==> config.mk <==
export PLATFORM = sky130hd
export DESIGN_NAME = aes_sbox_fwd_seq
export DESIGN_NICKNAME = d
export VERILOG_FILES = /design/src/rtl/aes_sbox_fwd_seq.sv
export SDC_FILE = /design/constraint.sdc
export NUM_CORES = 1
export LEC_CHECK = 0
export ABC_AREA = 1
export CORE_ASPECT_RATIO = 1.25
export CORE_MARGIN = 3
export CORE_UTILIZATION = 35
export DETAILED_ROUTE_END_ITERATION = 12
export PLACE_DENSITY = 0.6
export SLEW_MARGIN = 15
export SYNTH_ARGS = -nofsm -noshare
export SYNTH_HDL_FRONTEND = slang
export SYNTH_SLANG_ARGS = --single-unit
export TNS_END_PERCENT = 30
==> constraint.sdc <==
create_clock -name clk -period 6.9 [get_ports clk]
set_input_delay 1.38 -clock clk [delete_from_list [all_inputs] [get_ports clk]]
set_output_delay 1.38 -clock clk [all_outputs]
set_load 0.03 [all_outputs]
==> src/rtl/aes_sbox_fwd_seq.sv <==
// Sequential forward AES S-box: x^254 in GF(2^8) by MSB-first square-and-multiply
// on one shared multiplier, followed by the forward affine transform.
module aes_sbox_fwd_seq #(
    parameter bit AFFINE_EN = 1'b1
) (
    input  logic       clk,
    input  logic       rst_n,
    input  logic       in_valid,
    output logic       in_ready,
    input  logic [7:0] x,
    output logic       out_valid,
    input  logic       out_ready,
    output logic [7:0] y,
    output logic       busy
);

    typedef enum logic [1:0] {
        IDLE = 2'd0,
        SQ   = 2'd1,
        MUL  = 2'd2,
        DONE = 2'd3
    } state_t;

    localparam logic [7:0] EXP   = 8'hFE;
    localparam logic [7:0] AFF_C = 8'h63;

    state_t     state_reg;
    logic [7:0] x_reg;
    logic [7:0] r_reg;
    logic [7:0] y_reg;
    logic [2:0] idx_reg;
    logic       in_ready_reg;
    logic       out_valid_reg;
    logic       busy_reg;

    logic [7:0] mul_b;
    logic [7:0] prod;
    logic [7:0] aff;
    logic [7:0] result;

    // Carry-less product reduced modulo x^8+x^4+x^3+x+1.
    function automatic logic [7:0] gf_mul(input logic [7:0] a, input logic [7:0] b);
        logic [7:0] acc;
        logic [7:0] sh;
        acc = 8'h00;
        sh  = a;
        for (int i = 0; i < 8; i++) begin
            if (b[i]) begin
                acc = acc ^ sh;
            end
            sh = {sh[6:0], 1'b0} ^ (sh[7] ? 8'h1B : 8'h00);
        end
        return acc;
    endfunction

    // The single multiplier squares in SQ and multiplies by the captured byte in MUL.
    assign mul_b = (state_reg == MUL) ? x_reg : r_reg;
    assign prod  = gf_mul(r_reg, mul_b);

    generate
        for (genvar gi = 0; gi < 8; gi++) begin : g_aff
            assign aff[gi] = prod[gi] ^ prod[(gi + 4) % 8] ^ prod[(gi + 5) % 8]
                           ^ prod[(gi + 6) % 8] ^ prod[(gi + 7) % 8] ^ AFF_C[gi];
        end
    endgenerate

    assign result = AFFINE_EN ? aff : prod;

    always_ff @(posedge clk or negedge rst_n) begin
        if (!rst_n) begin
            state_reg     <= IDLE;
            x_reg         <= 8'h00;
            r_reg         <= 8'h01;
            y_reg         <= 8'h00;
            idx_reg       <= 3'd7;
            in_ready_reg  <= 1'b1;
            out_valid_reg <= 1'b0;
            busy_reg      <= 1'b0;
        end else begin
            case (state_reg)
                IDLE: begin
                    if (in_valid && in_ready_reg) begin
                        x_reg        <= x;
                        r_reg        <= 8'h01;
                        idx_reg      <= 3'd7;
                        state_reg    <= SQ;
                        in_ready_reg <= 1'b0;
                        busy_reg     <= 1'b1;
                    end
                end
                SQ: begin
                    r_reg <= prod;
                    if (EXP[idx_reg]) begin
                        state_reg <= MUL;
                    end else if (idx_reg == 3'd0) begin
                        state_reg     <= DONE;
                        y_reg         <= result;
                        out_valid_reg <= 1'b1;
                        busy_reg      <= 1'b0;
                    end else begin
                        // Zero exponent bit above bit 0: square only, move on.
                        idx_reg <= idx_reg - 3'd1;
                    end
                end
                MUL: begin
                    r_reg     <= prod;
                    idx_reg   <= idx_reg - 3'd1;
                    state_reg <= SQ;
                end
                DONE: begin
                    if (out_ready) begin
                        state_reg     <= IDLE;
                        out_valid_reg <= 1'b0;
                        in_ready_reg  <= 1'b1;
                    end
                end
                default: begin
                    state_reg     <= IDLE;
                    in_ready_reg  <= 1'b1;
                    out_valid_reg <= 1'b0;
                    busy_reg      <= 1'b0;
                end
            endcase
        end
    end

    assign in_ready  = in_ready_reg;
    assign out_valid = out_valid_reg;
    assign busy      = busy_reg;
    assign y         = y_reg;

endmodule
Word-level counts from Yosys, hierarchy flattened
Memory sizes are Yosys's and may differ from the RTL's.
Index checks and enable logic that the tools add are counted.
{ "classes": {"add_sub_neg": 1, "magnitude_cmp": 1, "n_eq_ne": 9, "muxes": 39, "bitwise": 47, "n_reduce_logical": 17} }
{ "op_table": {"columns": ["operator", "n"], "rows": [
  ["2-to-1 mux 8 bit", 10],
  ["bitwise XOR 8 x 5 -> 8 bit", 7],
  ["bitwise XOR 8 bit", 7],
  ["2-to-1 mux 5 bit", 7],
  ["bitwise XOR 1 bit", 28],
  ["one-hot mux 8 bit (2 select lines)", 1],
  ["AND reduction 4 bit", 3],
  ["inequality test 2 bit (second input constant)", 5],
  ["2-to-1 mux 1 bit", 9],
  ["2-to-1 mux 3 bit", 3],
  ["one-hot mux 3 bit (3 select lines)", 1],
  ["AND reduction 3 bit", 3],
  ["2-to-1 mux 2 bit", 4],
  ["one-hot mux 2 bit (4 select lines)", 1],
  ["nonzero test 2 bit", 4],
  ["one-hot mux 1 bit (2 select lines)", 3],
  ["inverter 1 bit", 5],
  ["equality test 2 bit (second input constant)", 2],
  ["< comparator 3 x 4 -> 1 bit (second input constant)", 1],
  ["AND reduction 2 bit", 2],
  ["logical NOT 3 bit", 1],
  ["inequality test 3 bit (second input constant)", 1],
  ["nonzero test 3 bit", 1],
  ["subtractor 3 x 1 -> 3 bit (second input constant)", 1],
  ["other kinds (4)", 4]
]} }
{ "totals": {"ff_bits": 32, "rom_bits": 8, "inputBits": 12, "output_inout_bits": 11, "wordCells": 123, "memories": 1} }
{ "mem_list": {"columns": ["name", "depth", "width", "read_ports", "rd_clocked_by_memory_dff", "wr", "line_no", "rtl"], "rows": [
  ["(no name shown)", 8, 1, 1, 0, 0, "93", "if (EXP[idx_reg]) begin"]
]} }

Longest topological paths before layout
Gate-level depths: netlist of the first run.
{ "depth": {"word_depth": 22, "depth_mapped": 25, "mapped_depth_nobuf": 23} }

Worst setup path before layout of the first run
Ideal clock, no wire load.
{ "synth_timing": {"path_kind": "register -> register", "startpoint": "register state_reg[0]", "endpoint": "register y_reg[0], in the netlist y[0]", "arrival_time_ns": 2.251, "setup_slack_ns": 4.531, "path_stages_with_launch": 20, "cell_sequence": "dfrtp_1 inv_1 ha_1 buf_6 buf_6 o21ai_4 nand2_1 xor2_1 nand2_1 inv_1 nor2_1 nand3_1 nand2_2 nand3_1 nand2_1 nand2_2 nand2_2 nand2_1 nand3_1 nand2_1"} }
{ "synth_via": {"elab_chain_cells": 22} }
{ "synth_lines": {"columns": ["element", "line_no", "rtl"], "rows": [
  ["start: declaration", "27", "state_t state_reg;"],
  ["start signal: assignment", "71", "state_reg <= IDLE;"],
  ["start signal: assignment", "86", "state_reg <= SQ;"],
  ["start signal: assignment", "94", "state_reg <= MUL;"],
  ["equality test 2 bit", "57", "assign mul_b = (state_reg == MUL) ? x_reg : r_reg;"],
  ["2-to-1 mux 8 bit", "57", null],
  ["2-to-1 mux 8 bit", "48", "if (b[i]) begin"],
  ["bitwise XOR 8 bit", "49", "acc = acc ^ sh;"],
  ["2-to-1 mux 8 bit", "48", null],
  ["bitwise XOR 8 bit", "49", null],
  ["2-to-1 mux 8 bit", "48", null],
  ["bitwise XOR 8 bit", "49", null],
  ["[4 not listed]", null, null],
  ["2-to-1 mux 8 bit", "48", null],
  ["bitwise XOR 8 bit", "49", null],
  ["2-to-1 mux 8 bit", "48", null],
  ["bitwise XOR 8 bit", "49", null],
  ["2-to-1 mux 8 bit", "48", null],
  ["bitwise XOR 1 bit (2 in series)", "62", "assign aff[gi] = prod[gi] ^ prod[(gi + 4) % 8] ^ prod[(gi + 5) % 8]"],
  ["bitwise XOR 1 bit (2 in series)", "63", "^ prod[(gi + 6) % 8] ^ prod[(gi + 7) % 8] ^ AFF_C[gi];"],
  ["inverter 1 bit (no source line)", null, null],
  ["end signal: assignment", "97", "y_reg <= result;"],
  ["end: declaration", "30", "logic [7:0] y_reg;"]
]} }
Parallel ways exist; a longest one is shown, timed or not.
A chain may end at the register's enable or synchronous reset.

Worst setup path in the final report of the first run
{ "layout_timing": {"startpoint": "register state_reg[0]", "endpoint": "register y_reg[6], in the netlist y[6]"} }
The elaborated chain is that of the path after synthesis.

==> results of run 1 <==
==> Yosys cell counts (5+ instances only) <==
master	instances
nand2_1	254
nand3_1	77
inv_1	58
nor2_1	39
dfrtp_1	27
nand2_2	17
inv_2	15
xor2_1	11
o21ai_0	10
a21oi_1	8
ha_1	7
o22ai_1	7
dfstp_2	5
mux2_2	5
xnor2_1	5
==> metal layers <==
metal	share of wire, %	track usage [%]	wire length, microns	up-vias
li1	-	-	-	1898
met1	42	23.81	4313	1676
met2	49	33.63	4935	108
met3	5.1	1.726	513	29
met4	3.9	11.07	391	0
met5	0	0	0	-
==> final timing paths <==
path                       endpoint    startpoint
max in group asynchronous  in_ready         rst_n
min in group asynchronous      y[7]         rst_n
max                            y[6]  state_reg[0]
max reg2reg                    y[6]  state_reg[0]
min reg2reg                    y[7]          y[7]
min                            y[7]          y[7]
==> stage by stage <==
stage	utilization, %	setup slack (ps)	instance area (sq um)	instances	hold slack (ps)
floorplan	-	4531	3458	588	476.2
global placement	40.24	3650	3770	725	463.0
detailed placement	40.24	3587	3770	725	470.7
CTS	41.80	3560	3916	733	484.6
global route	41.80	3151	3916	733	508.0
finish	41.80	3561	3916	733	475.9
==> final cells by class <==
cell class,count,area share (%)
timing repair buffer,23,5.815
clock buffer,8,3.738
multi-input combinational,473,58.79
inverter,74,7.125
sequential,32,20.61
tap,123,3.930
==> tightest hold or removal path, cell delays in order (launching register included) <==
cell and delay, ps:
dfrtp_1 340, nand2_1 50, nand2_1 60
==> kinds of logic after synthesis <==
group	count (synthesis)	share of synthesized area, %
AOI/OAI and AO/OA	37	7.380
xor gates and xnor gates	16	4.052
adders and majority gates	7	2.532
buffers and inverters	83	10.09
DFF	32	23.34
muxes	5	1.628
and+or+nand+nor	408	50.98
==> cell usage in the layout, fill, tap and decap left out, drive strengths merged, types with 7 or more instances in the layout <==
cell	Yosys	routed
o22ai	7	7
nor2	42	42
nand2	274	274
clkdlybuf4s50	0	22
o21ai	19	19
a21oi	8	8
clkbuf	2	8
nand3	80	80
inv	73	73
xor2	11	11
ha	7	7
dfrtp	27	27
==> flow_metrics.py, run 1 <==
metrics = {
    "run_status": {
        "status": "completed",
    },
    "clock_network": {
        "cts-htree-levels": 2,
        "clock-sinks": 32,
        "cts_tree": "yes",
        "cts_resized": 0,
        "root_buffer": "clkbuf_16",
        "clk_path_buf_depth": 2,
        "insertion_delay_ps": 280,
        "cts_buffers": 5,
        "postCtsSetupRepairBufs": 0,
        "clkSlewWorstSetupHoldPaths_ps": 50,
        "postCtsHoldBufs": 0,
    },
    "timing": {
        "rsz0062_at_grt": "no",
        "min_period_ps": 3339,
        "fin_crit_sh_pct": 48.39,
        "skew_ps": 4.349,
        "hold_viol": 0,
        "slew_headroom_pct": 39.10,
        "setup_viol": 0,
        "maxSlewViolCount": 0,
        "tightest_slew_ps": 913.5,
        "tns_ps": 0,
        "fmax_ghz": 0.2995,
    },
    "final_layout": {
        "multiInputGateArea_sq_um": 2302,
        "synthToLayoutAreaGrowth_pct": 13.24,
        "drive_gt1_share_pct": 10.82,
        "num-fill-cells": 1027,
        "antenna_cells": 0,
        "finalNetCount": 628,
        "seq_area_sq_um": 807.0,
    },
    "routing": {
        "vias_per_cell": 5.063,
        "drt-total-wl_microns": 10150,
        "drc": 0,
        "ant_nets": 0,
        "drtIter0Drc": 243,
        "wire_per_inst_microns": 13.85,
        "route.vias.total": 3711,
        "drt-pass1-iter-count": 5,
    },
    "floorplanning": {
        "coreArea_sq_um": 9369,
        "start_util_pct": 36.91,
        "rows": 39,
        "dieArea_sq_um": 11120,
        "die_h_microns": 117.1,
        "die_x_microns": 94.91,
        "pin_count": 23,
    },
    "worst_setup_path": {
        "cp_max_fo": 18,
        "cp.arrival_ps": 3500,
        "worstPathCellList": "inv_1 -> ha_1 -> nand2_1 -> o21ai_4 -> inv_2 -> nor2_2 -> inv_1 -> nand2_1 -> nand2_1 -> nand2_1 -> nand2_1 -> nand2_1 -> nand2_2 -> inv_2 -> nand3_1 -> nand2_1 -> nand2_1 -> nand2_1 -> nand2_1 -> nand3_1 -> nand2_1",
        "reg2reg_depth": 21,
        "r2r_slack_ps": 3560,
        "path_buf_inv": 4,
        "required_ps": 7070,
        "critPathTopFamily": "simple AND/OR/NAND/NOR gates",
        "critPathLaunchType": "flop",
        "path_common_cell": "nand2_1",
        "critPathSlowestCell": "ha_1",
        "crit_cells": 21,
        "end_kind": "flop",
        "path_class": "flop to flop",
        "critical-path-max-stage-delay_ps": 770,
    },
    "logic_synthesis": {
        "ys_types": 34,
        "syn_nets": 607,
        "avgSynthCellArea_sq_um": 5.881,
        "yosysTopAreaCell": "nand2_1",
        "ys.warnings.count": 0,
        "synth_top_area_share_pct": 27.57,
        "synthCells": 588,
        "synth_area_leaders": "nand2_1 (28%), dfrtp_1 (20%), nand3_1 (11%)",
        "ys_ff_latch": 32,
        "netlist_area_sq_um": 3458,
        "synth-seq-area-share_pct": 23.34,
        "synthArstFlopShare_pct": 100.0,
        "synthFlopType": "dfrtp_1",
        "synth_edf_count": 0,
    },
    "global_route": {
        "antenna_found_initial": 0,
        "grt_max_degree": 33,
        "grt-ovfl-total": 0,
        "grt_first_pass_wirelength_microns": 16740,
        "grt_pass1_vias": 3485,
        "grt_use_total_pct": 19.52,
    },
    "placed_design": {
        "io_buffers": 22,
        "hpwl_microns": 7847,
        "gp_congestion": 0.9832,
    },
    "run": {
        "maxCapViolCount": 0,
    },
    "min_path": {
        "hp-class": "flop to flop",
        "hold_depth": 2,
    },
}
Power of run 1 is left out: the tool's default activity adds up to more than one toggle a clock period on the data nets, which glitch-free logic cannot reach.
==> run 2, diff against run 1 <==
==> constraint.sdc (replaced) <==
create_clock -name clk -period 3.4 [get_ports clk]
set_input_delay 0.68 -clock clk [delete_from_list [all_inputs] [get_ports clk]]
set_output_delay 0.68 -clock clk [all_outputs]
set_load 0.03 [all_outputs]
==> flow_metrics.py, run 2 (synthesized netlist as in run 1, its figures left out) <==
metrics = {
    "run_status": {
        "status": "completed",
    },
    "clock_network": {
        "clock-sinks": 32,
        "postCtsHoldBufs": 0,
        "cts-htree-levels": 2,
        "cts_buffers": 5,
        "root_buffer": "clkbuf_16",
        "clk_path_buf_depth": 2,
        "cts_tree": "yes",
        "postCtsSetupRepairBufs": 0,
        "cts_resized": 0,
        "insertion_delay_ps": 280,
        "clkSlewWorstSetupHoldPaths_ps": 50,
    },
    "timing": {
        "tns_ps": 0,
        "hold_viol": 0,
        "min_period_ps": 3074,
        "setup_viol": 0,
        "rsz0062_at_grt": "no",
        "hold_slack_ps": 475.9,
        "slew_headroom_pct": 54.34,
        "fin_crit_sh_pct": 90.42,
        "maxSlewViolCount": 0,
        "tightest_slew_ps": 680.3,
        "fmax_ghz": 0.3253,
        "skew_ps": 2.782,
    },
    "placed_design": {
        "io_buffers": 22,
        "dp_cells": 730,
        "hpwl_microns": 7952,
        "gp_congestion": 0.8938,
        "placed_area_sq_um": 3807,
    },
    "floorplanning": {
        "pin_count": 23,
        "die_x_microns": 94.91,
        "die_h_microns": 117.1,
        "dieArea_sq_um": 11120,
        "coreArea_sq_um": 9369,
        "rows": 39,
        "start_util_pct": 36.91,
    },
    "worst_setup_path": {
        "cp_max_fo": 13,
        "rr_startpoint": "state_reg[0]",
        "critPathLaunchType": "flop",
        "r2r_slack_ps": 330,
        "required_ps": 3570,
        "end_kind": "flop",
        "path_class": "flop to flop",
        "reg2reg_depth": 19,
        "r2r_end": "y[6]",
        "crit_path_start": "state_reg[0]",
        "cp.arrival_ps": 3250,
    },
    "global_route": {
        "grt_first_pass_wirelength_microns": 16940,
        "grt-ovfl-total": 0,
        "antenna_found_initial": 0,
        "grt_use_total_pct": 19.73,
        "grt_max_degree": 33,
        "grt_pass1_vias": 3650,
    },
    "routing": {
        "drt-total-wl_microns": 10250,
        "vias_per_cell": 5.015,
        "ant_nets": 0,
        "route.vias.total": 3701,
        "drc": 0,
        "drt-pass1-iter-count": 6,
        "wire_per_inst_microns": 13.89,
        "drtIter0Drc": 292,
    },
    "final_layout": {
        "drive_gt1_share_pct": 11.71,
        "finalNetCount": 633,
        "final_cell_mix": "nand2_1 (254), nand3_1 (77), inv_1 (58)",
        "postLayoutCellArea_sq_um": 3953,
        "antenna_cells": 0,
        "instances_no_fill": 738,
        "synthToLayoutAreaGrowth_pct": 14.29,
        "num-fill-cells": 1030,
        "layout_commonest_cell": "nand2_1",
    },
    "min_path": {
        "hp-class": "flop to flop",
        "hp-start": "y[5]",
        "worstHoldEndpoint": "y[5]",
        "hold_depth": 2,
    },
    "run": {
        "maxCapViolCount": 0,
    },
}
==> run 2: through the flow <==
stage | util, % | worst slack, ps
after CTS | 42.19 | 354.9
after detailed placement | 40.64 | 385.4
final | 42.19 | 325.7
after global routing | 42.19 | 42.77
after floorplan | - | 1031
after global placement | 40.64 | 380.7
==> run 2: worst max-delay path: stages, from the launching register on <==
cell and delay (ps):
dfrtp_1 410, inv_1 120, ha_1 510, nand2_1 260
nand2_1 270, nor2_1 80, xor2_1 180, nand3_1 90
nand2_1 120, inv_1 50, nand3_1 70, nand2_2 120
inv_2 140, nand3_1 110, nand2_1 140, nand2_1 80
nand2_1 60, nand2_1 50, nand3_1 60, nand2_1 50
==> run 2: worst max-delay path by stage <==
stage | slack (ps) | endpoint
after floorplan | 1030 | y[0]
after CTS | 350 | y[6]
final | 330 | y[6]
after global placement | 380 | y[6]
after detailed placement | 390 | y[6]
after global routing | 40 | y[6]
==> run 2: cell type report <==
cell class              instances  area [sq um]  area share [%]
multi-input cells             473          2302           58.25
flip-flops and latches         32         807.0           20.42
inverters                      74         279.0           7.059
repair buffers                 28         265.3           6.711
well taps                     123         153.9           3.894
clock buffers                   6         128.9           3.261
clock inverters                 2         16.27          0.4115
==> run 2: routing by layer <==
layer	vias up	routed length [microns]	track usage, %
met1	1663	4319	22.17
met2	100	4988	34.95
met5	-	0	0
met3	34	428	3.069
met4	0	516	11.84
li1	1904	-	-
Power of run 2 is left out for the same reason.
==> run 3, diff against run 2 <==
--- a/config.mk
+++ b/config.mk
@@ -10,6 +10,7 @@
 export CORE_MARGIN = 3
 export CORE_UTILIZATION = 35
 export DETAILED_ROUTE_END_ITERATION = 12
+export GPL_ROUTABILITY_DRIVEN = 0
 export PLACE_DENSITY = 0.6
 export SLEW_MARGIN = 15
 export SYNTH_ARGS = -nofsm -noshare
==> flow_metrics.py, run 3 (synthesized netlist as in run 1, its figures left out) <==
metrics = {
    "run_status": {
        "status": "completed",
    },
    "clock_network": {
        "cts_tree": "yes",
        "clkSlewWorstSetupHoldPaths_ps": 50,
        "postCtsSetupRepairBufs": 0,
        "postCtsHoldBufs": 0,
        "cts_buffers": 5,
        "root_buffer": "clkbuf_16",
        "clock-sinks": 32,
        "cts_resized": 0,
        "cts-htree-levels": 2,
        "clk_path_buf_depth": 2,
        "insertion_delay_ps": 280,
    },
    "floorplanning": {
        "coreArea_sq_um": 9369,
        "die_x_microns": 94.91,
        "pin_count": 23,
        "die_h_microns": 117.1,
        "dieArea_sq_um": 11120,
        "rows": 39,
        "start_util_pct": 36.91,
    },
    "worst_setup_path": {
        "cp.arrival_ps": 3080,
        "r2r_slack_ps": 490,
        "reg2reg_depth": 20,
        "rr_startpoint": "state_reg[0]",
        "path_common_cell": "nand2_1",
        "cp_max_fo": 9,
        "critPathSlowestCell": "dfrtp_1",
        "r2r_end": "y[6]",
        "critPathTopFamily": "simple AND/OR/NAND/NOR gates",
        "critical-path-max-stage-delay_ps": 410,
        "path_class": "flop to flop",
        "worstPathCellList": "inv_1 -> ha_1 -> buf_4 -> nand2_1 -> o21ai_4 -> nand2_1 -> xor2_1 -> inv_1 -> nand2_1 -> nand2_1 -> nand2_1 -> nand2_2 -> inv_2 -> nand3_1 -> nand2_1 -> nand2_1 -> nand2_1 -> nand2_1 -> nand3_1 -> nand2_1",
        "required_ps": 3570,
        "end_kind": "flop",
        "critPathLaunchType": "flop",
        "path_buf_inv": 4,
    },
    "placed_design": {
        "io_buffers": 22,
        "dp_cells": 729,
        "placed_area_sq_um": 3800,
        "hpwl_microns": 7789,
        "pre_cts_slack_ps": 544.1,
    },
    "timing": {
        "slew_headroom_pct": 56.70,
        "tightest_slew_ps": 645.2,
        "fin_ws_ps": 488.7,
        "min_period_ps": 2911,
        "maxSlewViolCount": 0,
        "fin_crit_sh_pct": 85.63,
        "skew_ps": 3.872,
        "tns_ps": 0,
        "setup_viol": 0,
        "hold_viol": 0,
        "fmax_ghz": 0.3435,
        "rsz0062_at_grt": "no",
    },
    "global_route": {
        "grt_pass1_vias": 3583,
        "grt_first_pass_wirelength_microns": 16920,
        "grt-ovfl-total": 0,
        "grt_use_total_pct": 19.46,
        "grt_max_degree": 33,
        "antenna_found_initial": 0,
    },
    "final_layout": {
        "synthToLayoutAreaGrowth_pct": 14.11,
        "instances_no_fill": 737,
        "layout_commonest_cell": "nand2_1",
        "num-fill-cells": 1019,
        "finalNetCount": 632,
        "multiInputGateArea_sq_um": 2302,
        "drive_gt1_share_pct": 11.40,
        "antenna_cells": 0,
        "seq_area_sq_um": 807.0,
        "postLayoutCellArea_sq_um": 3946,
        "final_cell_mix": "nand2_1 (254), nand3_1 (77), inv_1 (58)",
    },
    "routing": {
        "drt-pass1-iter-count": 5,
        "drtIter0Drc": 309,
        "vias_per_cell": 5.049,
        "drc": 0,
        "wire_per_inst_microns": 13.70,
        "route.vias.total": 3721,
        "drt-total-wl_microns": 10100,
        "ant_nets": 0,
    },
    "min_path": {
        "hp-start": "y[7]",
        "hp-class": "flop to flop",
        "hold_depth": 2,
        "worstHoldEndpoint": "y[7]",
    },
    "run": {
        "maxCapViolCount": 0,
    },
}
==> run 3: cell types whose count changed in the layout (fill, tap and decap cells not counted), sizes merged <==
cell and change:
buf -1, clkbuf +2, clkinvlp -1, clkinv -1
==> run 3: final cells by class <==
| class | count | share of cell area, % |
|---|---|---|
| clock buffer | 8 | 3.710 |
| tap | 123 | 3.900 |
| sequential | 32 | 20.45 |
| inverter | 74 | 7.070 |
| timing repair buffer | 27 | 6.531 |
| multi-input combinational | 473 | 58.34 |
==> run 3: metrics by stage <==
stage	utilization [%]	hold slack, ps
after floorplan	-	384.4
after global placement	40.56	464.8
after detailed placement	40.56	468.6
after CTS	42.12	483.2
after global routing	42.12	507.5
final	42.12	476.9
==> run 3: how the worst max path moves through the flow <==
stage	startpoint	endpoint	slack [ps]	depth (start not counted)
2_1_floorplan	state_reg[0]	y[0]	1030	19
6_report	state_reg[0]	y[6]	490	20
5_1_grt	state_reg[0]	y[4]	180	22
4_1_cts	state_reg[0]	y[6]	520	20
3_5_place_dp	state_reg[0]	y[6]	540	20
3_3_place_gp	state_reg[0]	y[6]	610	20
==> run 3: routing by layer <==
metal	vias to the layer above	wire length (microns)	track usage (%)
met1	1649	4280	23.20
li1	1894	-	-
met3	36	534	2.174
met2	142	4850	34.24
met5	-	0	0
met4	0	434	10.20
==> run 3: worst min-delay path: cells and delay by family, from the launching register on <==
family           cells  cell delay, ps
DFF                  1             340
and+or+nand+nor      2             100
Power of run 3 is left out for the same reason.
